==> src/rtl/pass_keeper_decoder.sv <==
// Purpose : iterative Pass-Keeper decryption core, one inverse round per clock
//           with the key schedule walked backwards from a boot-time final key.
// Latency : boot_done rises ROUNDS+1 edges after reset release; a request
//           sampled at edge E completes (done, password) at edge E+ROUNDS.
// Backpr. : none; go is honoured only in READY, ignored otherwise, never queued.
//
// Ports:
//   clk           single clock, all state on the rising edge
//   rst           synchronous active-high reset, aborts any request in flight
//   go            request strobe, sampled only while READY
//   master_key    128-bit key, captured on the first edge after rst deasserts
//   account       128-bit tweak, captured with go
//   password_enc  128-bit ciphertext, captured with go
//   password      recovered plaintext, held until the next completion
//   done          one-cycle pulse marking password valid
//   boot_done     high once the final round key is available, low after rst

module pass_keeper_decoder #(
    parameter int ROUNDS = 16
) (
    input  logic         clk,
    input  logic         rst,
    input  logic         go,
    input  logic [127:0] master_key,
    input  logic [127:0] account,
    input  logic [127:0] password_enc,
    output logic [127:0] password,
    output logic         done,
    output logic         boot_done
);

    typedef enum logic [1:0] {
        RESET_LOAD = 2'd0,
        BOOT       = 2'd1,
        READY      = 2'd2,
        RUN        = 2'd3
    } state_t;

    // Index of the last round. With ROUNDS = 256 this is 255 and the 8-bit
    // counter covers 255..0 exactly.
    localparam logic [7:0] LAST = 8'(ROUNDS - 1);

    state_t       state;
    logic [7:0]   cnt;
    logic [127:0] kreg;
    logic [127:0] kfinal;
    logic [127:0] s;
    logic [127:0] acc;

    // Combinational round helpers.
    logic [127:0] k_fwd;    // next key in the forward schedule (BOOT)
    logic [127:0] k_prev;   // previous key in the schedule (RUN)
    logic [127:0] s_next;   // state after one inverse round with k_prev

    function automatic logic [127:0] rotl1(input logic [127:0] x);
        return {x[126:0], x[127]};
    endfunction

    function automatic logic [127:0] rotr1(input logic [127:0] x);
        return {x[0], x[127:1]};
    endfunction

    function automatic logic [127:0] rotr7(input logic [127:0] x);
        return {x[6:0], x[127:7]};
    endfunction

    always_comb begin
        k_fwd  = '0;
        k_prev = '0;
        s_next = '0;
        // Forward step: k(i+1) = rotl(k(i),1) ^ RC(i), RC(i) = cnt in the low byte.
        k_fwd  = rotl1(kreg) ^ {120'b0, cnt};
        // Inverse step: kreg holds k(cnt+1), recover k(cnt).
        k_prev = rotr1(kreg ^ {120'b0, cnt});
        // Undo the encryption round: subtract the low key half, rotate back,
        // then strip the key and tweak.
        s_next = rotr7(s - {64'b0, k_prev[63:0]}) ^ k_prev ^ acc;
    end

    always_ff @(posedge clk) begin
        if (rst) begin
            state     <= RESET_LOAD;
            cnt       <= '0;
            kreg      <= '0;
            kfinal    <= '0;
            s         <= '0;
            acc       <= '0;
            password  <= '0;
            done      <= 1'b0;
            boot_done <= 1'b0;
        end else begin
            // done is a single-cycle pulse unless RUN completes again below.
            done <= 1'b0;
            case (state)
                RESET_LOAD: begin
                    kreg  <= master_key;
                    cnt   <= '0;
                    state <= BOOT;
                end

                BOOT: begin
                    kreg <= k_fwd;
                    cnt  <= cnt + 8'd1;
                    if (cnt == LAST) begin
                        // k_fwd is k(ROUNDS): the starting point of every
                        // backwards key walk.
                        kfinal    <= k_fwd;
                        boot_done <= 1'b1;
                        state     <= READY;
                    end
                end

                READY: begin
                    if (go) begin
                        s     <= password_enc;
                        acc   <= account;
                        kreg  <= kfinal;
                        cnt   <= LAST;
                        state <= RUN;
                    end
                end

                RUN: begin
                    s    <= s_next;
                    kreg <= k_prev;
                    if (cnt == 8'd0) begin
                        password <= s_next;
                        done     <= 1'b1;
                        state    <= READY;
                    end else begin
                        cnt <= cnt - 8'd1;
                    end
                end

                default: state <= RESET_LOAD;
            endcase
        end
    end

endmodule
==> config.mk <==
export PLATFORM = sky130hd
export DESIGN_NAME = pass_keeper_decoder
export DESIGN_NICKNAME = d
export VERILOG_FILES = /design/src/rtl/pass_keeper_decoder.sv
export SDC_FILE = /design/constraint.sdc
export NUM_CORES = 2
export LEC_CHECK = 0
export BUFFER_PORTS_ARGS = -buffer_cell sky130_fd_sc_hd__buf_2
export CAP_MARGIN = 20
export CORE_MARGIN = 2
export CORE_UTILIZATION = 53
export DETAILED_ROUTE_END_ITERATION = 10
export PLACE_DENSITY = 0.78
export SYNTH_ARGS = -nofsm -noshare
export SYNTH_HDL_FRONTEND = slang
export SYNTH_SLANG_ARGS = --single-unit
==> constraint.sdc <==
create_clock -name clk -period 3.55 [get_ports clk]
set_input_delay 0.71 -clock clk [delete_from_list [all_inputs] [get_ports clk]]
set_output_delay 0.71 -clock clk [all_outputs]
set_load 0.02 [all_outputs]
==> results.py <==
metrics = {
    "route": {
        "ant_nets": 0,
        "vias": 37100,
        "wl_per_cell_um": 23.4,
        "routed_wl_um": 140000,
        "vias_per_cell": 6.20,
        "drtPass1Iterations": 6,
        "drc": 0,
        "drt_iter0_drc": 4796,
    },
    "sta": {
        "finalCritPeriodShare_pct": 99.1,
        "skew_ns": 0.0295,
        "hold_violations": 0,
        "fin_crit_ns": 3.52,
        "rsz0062_at_grt": "yes",
        "clock.fmax_ghz": 0.284,
        "max-slew-margin-rel_pct": 20.4,
        "hold_ws_ns": 0.287,
        "worstMarginPinSlew_ns": 1.19,
        "tns_ns": 0,
        "drv_slew": 0,
        "setup_viol": 0,
    },
    "floorplan": {
        "initial_core_util_pct": 53.5,
        "dieArea_mm2": 0.0698,
        "core_area_mm2": 0.0672,
        "num_rows": 95,
        "die_x_um": 264,
        "ios": 517,
        "die_h_um": 264,
    },
    "worst_setup_path": {
        "required_ns": 4.03,
        "worstSetupPathType": "register to register",
        "endpoint_kind": "register",
        "cp-start-kind": "register",
        "worstPathArrival_ns": 4.00,
        "crit_path_max_fanout": 5,
    },
    "outcome": {
        "status": "finished clean",
    },
    "global_routing": {
        "grt_max_degree": 207,
        "grt_use_total_pct": 38.7,
        "overflow": 0,
        "antenna_found_initial": 3,
        "grt_pass1_vias": 34800,
        "grt_pass1_wl_um": 209000,
    },
    "finish": {
        "area_delta_synth_final_pct": 20.3,
        "regArea_mm2": 0.0131,
        "multi_input_area_mm2": 0.0216,
        "num-nets-final": 5508,
        "drive_above_1_share_pct": 21.8,
        "fillers": 5694,
    },
    "cts": {
        "clk-insertion-delay-late_ns": 0.65,
        "cts_buffers": 72,
        "clockBufferDepth": 3,
        "cts.clk_slew.worst_paths_ns": 0.06,
        "htreeDepth": 3,
        "cts_tree": "built",
        "clockRootBuffer": "clkbuf_16",
        "clock-sinks": 652,
    },
    "yosys": {
        "ys_seq_area_share_pct": 36.4,
        "yosysTopAreaCellShare_pct": 36.4,
        "synth-edff-count": 0,
        "ys_warn_count": 0,
        "netlist_area_mm2": 0.0359,
        "synth-main-ff-cell": "dfxtp_1",
        "netlist_top_cells_area": "dfxtp_1 (36%), nand2_1 (11%), xnor2_1 (7.6%), mux4_2 (7.2%), a21oi_1 (7.1%)",
        "syn-num-nets": 4989,
        "synth_area_per_cell_um2": 7.93,
        "yosys_register_bits": 652,
        "synth.distinct_cells": 81,
        "synth_top_area_cell": "dfxtp_1",
        "synthArstFlopShare_pct": 0,
        "syn_inst": 4530,
    },
    "place": {
        "dp_hpwl_um": 103000,
        "io_buffers": 516,
        "gp_congestion": 1.00,
    },
    "power_and_ir_drop": {
        "leakage_nw": 17.4,
        "ir_drop_uv": 326,
        "power.density_mw_per_mm2": 404,
    },
    "run": {
        "maxCapViolCount": 0,
    },
    "hold_path": {
        "hp-class": "input pin to register",
    },
}
==> where the power goes <==
| part | switching (mW) | internal (mW) | total, mW |
|---|---|---|---|
| sequential | 0.157 | 7.41 | 7.57 |
| clock | 3.36 | 4.48 | 7.84 |
| combinational | 1.13 | 0.908 | 2.04 |
==> through the flow <==
stage / setup WS [ns] / util (%) / power [mW] / std cells / cell area [µm²]
6_report: 0.0309 / 64.3 / 17.4 / 5979 / 43200
5_1_grt: -0.0340 / 64.3 / 17.9 / 5978 / 43200
4_1_cts: -0.0101 / 64.0 / 17.4 / 5976 / 43000
3_5_place_dp: -0.144 / 60.3 / 9.68 / 5846 / 40500
3_3_place_gp: -0.0317 / 60.3 / 9.65 / 5846 / 40500
2_1_floorplan: 0.0188 / - / 8.87 / 4530 / 35900
==> cell usage after synthesis, types with 50 or more instances <==
cell / n
nand2_1: 1059
dfxtp_1: 652
a21oi_1: 512
nor2_1: 388
xnor2_1: 313
clkbuf_1: 283
a211oi_1: 132
mux4_2: 115
nand3_1: 108
nor3_1: 89
o21ai_0: 80
inv_1: 78
xor2_1: 78
ha_1: 70
a311oi_1: 50
==> sequential cells by signal (all words and copies together), names as in the netlist <==
name and flops:
acc 128, kfinal 128, kreg 128, password 128
s 128, cnt 8, state 2, boot_done 1
done 1
==> critical path, cell delays in order, from the launching register on <==
cell and delay (ns):
dfxtp_1 0.41, inv_1 0.09, ha_1 0.39, buf_4 0.17, nand4_1 0.23, or3_1 0.50, or3_1 0.34, or3_1 0.35
nand4_1 0.26, nand2_2 0.19, nor4_2 0.32, nor4_2 0.10
==> cell usage in the layout (no fill, tap or decap), types with 79 or more instances in the layout <==
master / Yosys / final
nor2_1: 388 / 387
buf_4: 0 / 233
mux4_2: 115 / 115
a211oi_1: 132 / 130
nand3_1: 108 / 107
a21oi_1: 512 / 506
nand2_1: 1059 / 1055
buf_2: 0 / 515
o21ai_0: 80 / 79
dfxtp_1: 652 / 643
nor3_1: 89 / 88
xnor2_1: 313 / 312
==> per-layer routing <==
layer / track usage, % / wire length (µm)
met1: 52.5 / 54900
met2: 58.4 / 61200
met3: 8.11 / 16100
met4: 19.6 / 7670
met5: 0 / 13
==> final timing paths <==
kind,start,depth (start not counted),end,slack (ns)
hold / removal,rst,2,kfinal[41],0.29
hold reg to reg,password[126],2,password[126],0.45
setup / recovery,kreg[39],11,s[59],0.03
setup reg to reg,kreg[39],11,s[59],0.03
==> layout make-up <==
| cell class | count | share of cell area (%) |
|---|---|---|
| clock buffers | 100 | 4.76 |
| flip-flops and latches | 652 | 30.2 |
| multi-input cells | 3477 | 50.0 |
| clock inverters | 30 | 0.898 |
| diodes | 1 | 0.00579 |
| repair buffers | 767 | 10.9 |
| inverters | 79 | 0.692 |
| well taps | 873 | 2.53 |
==> timing repair <==
| item | CTS | global route |
|---|---|---|
| setup endpoints to repair | 18 | 86 |
| pin swaps | 1 | 14 |
| hold buffers | 0 | 0 |
| hold endpoints to repair | 0 | 0 |
| setup buffers | 0 | 2 |
| gates resized for setup | 9 | 44 |
==> logic make-up (layout without fill, tap and decap cells) <==
family                     Yosys count  in the layout  synth area share (%)
and+or+nand+nor                   1902           1902                  22.7
AOI/OAI and AO/OA                  954            954                  16.1
DFF                                652            652                  36.4
buffers and inverters              401            976                  4.19
xor gates and xnor gates           391            391                  9.54
muxes                              158            158                  8.51
adders and majority gates           72             72                  2.55
other                                0              1                     0
(Power assumes the default switching activity.)
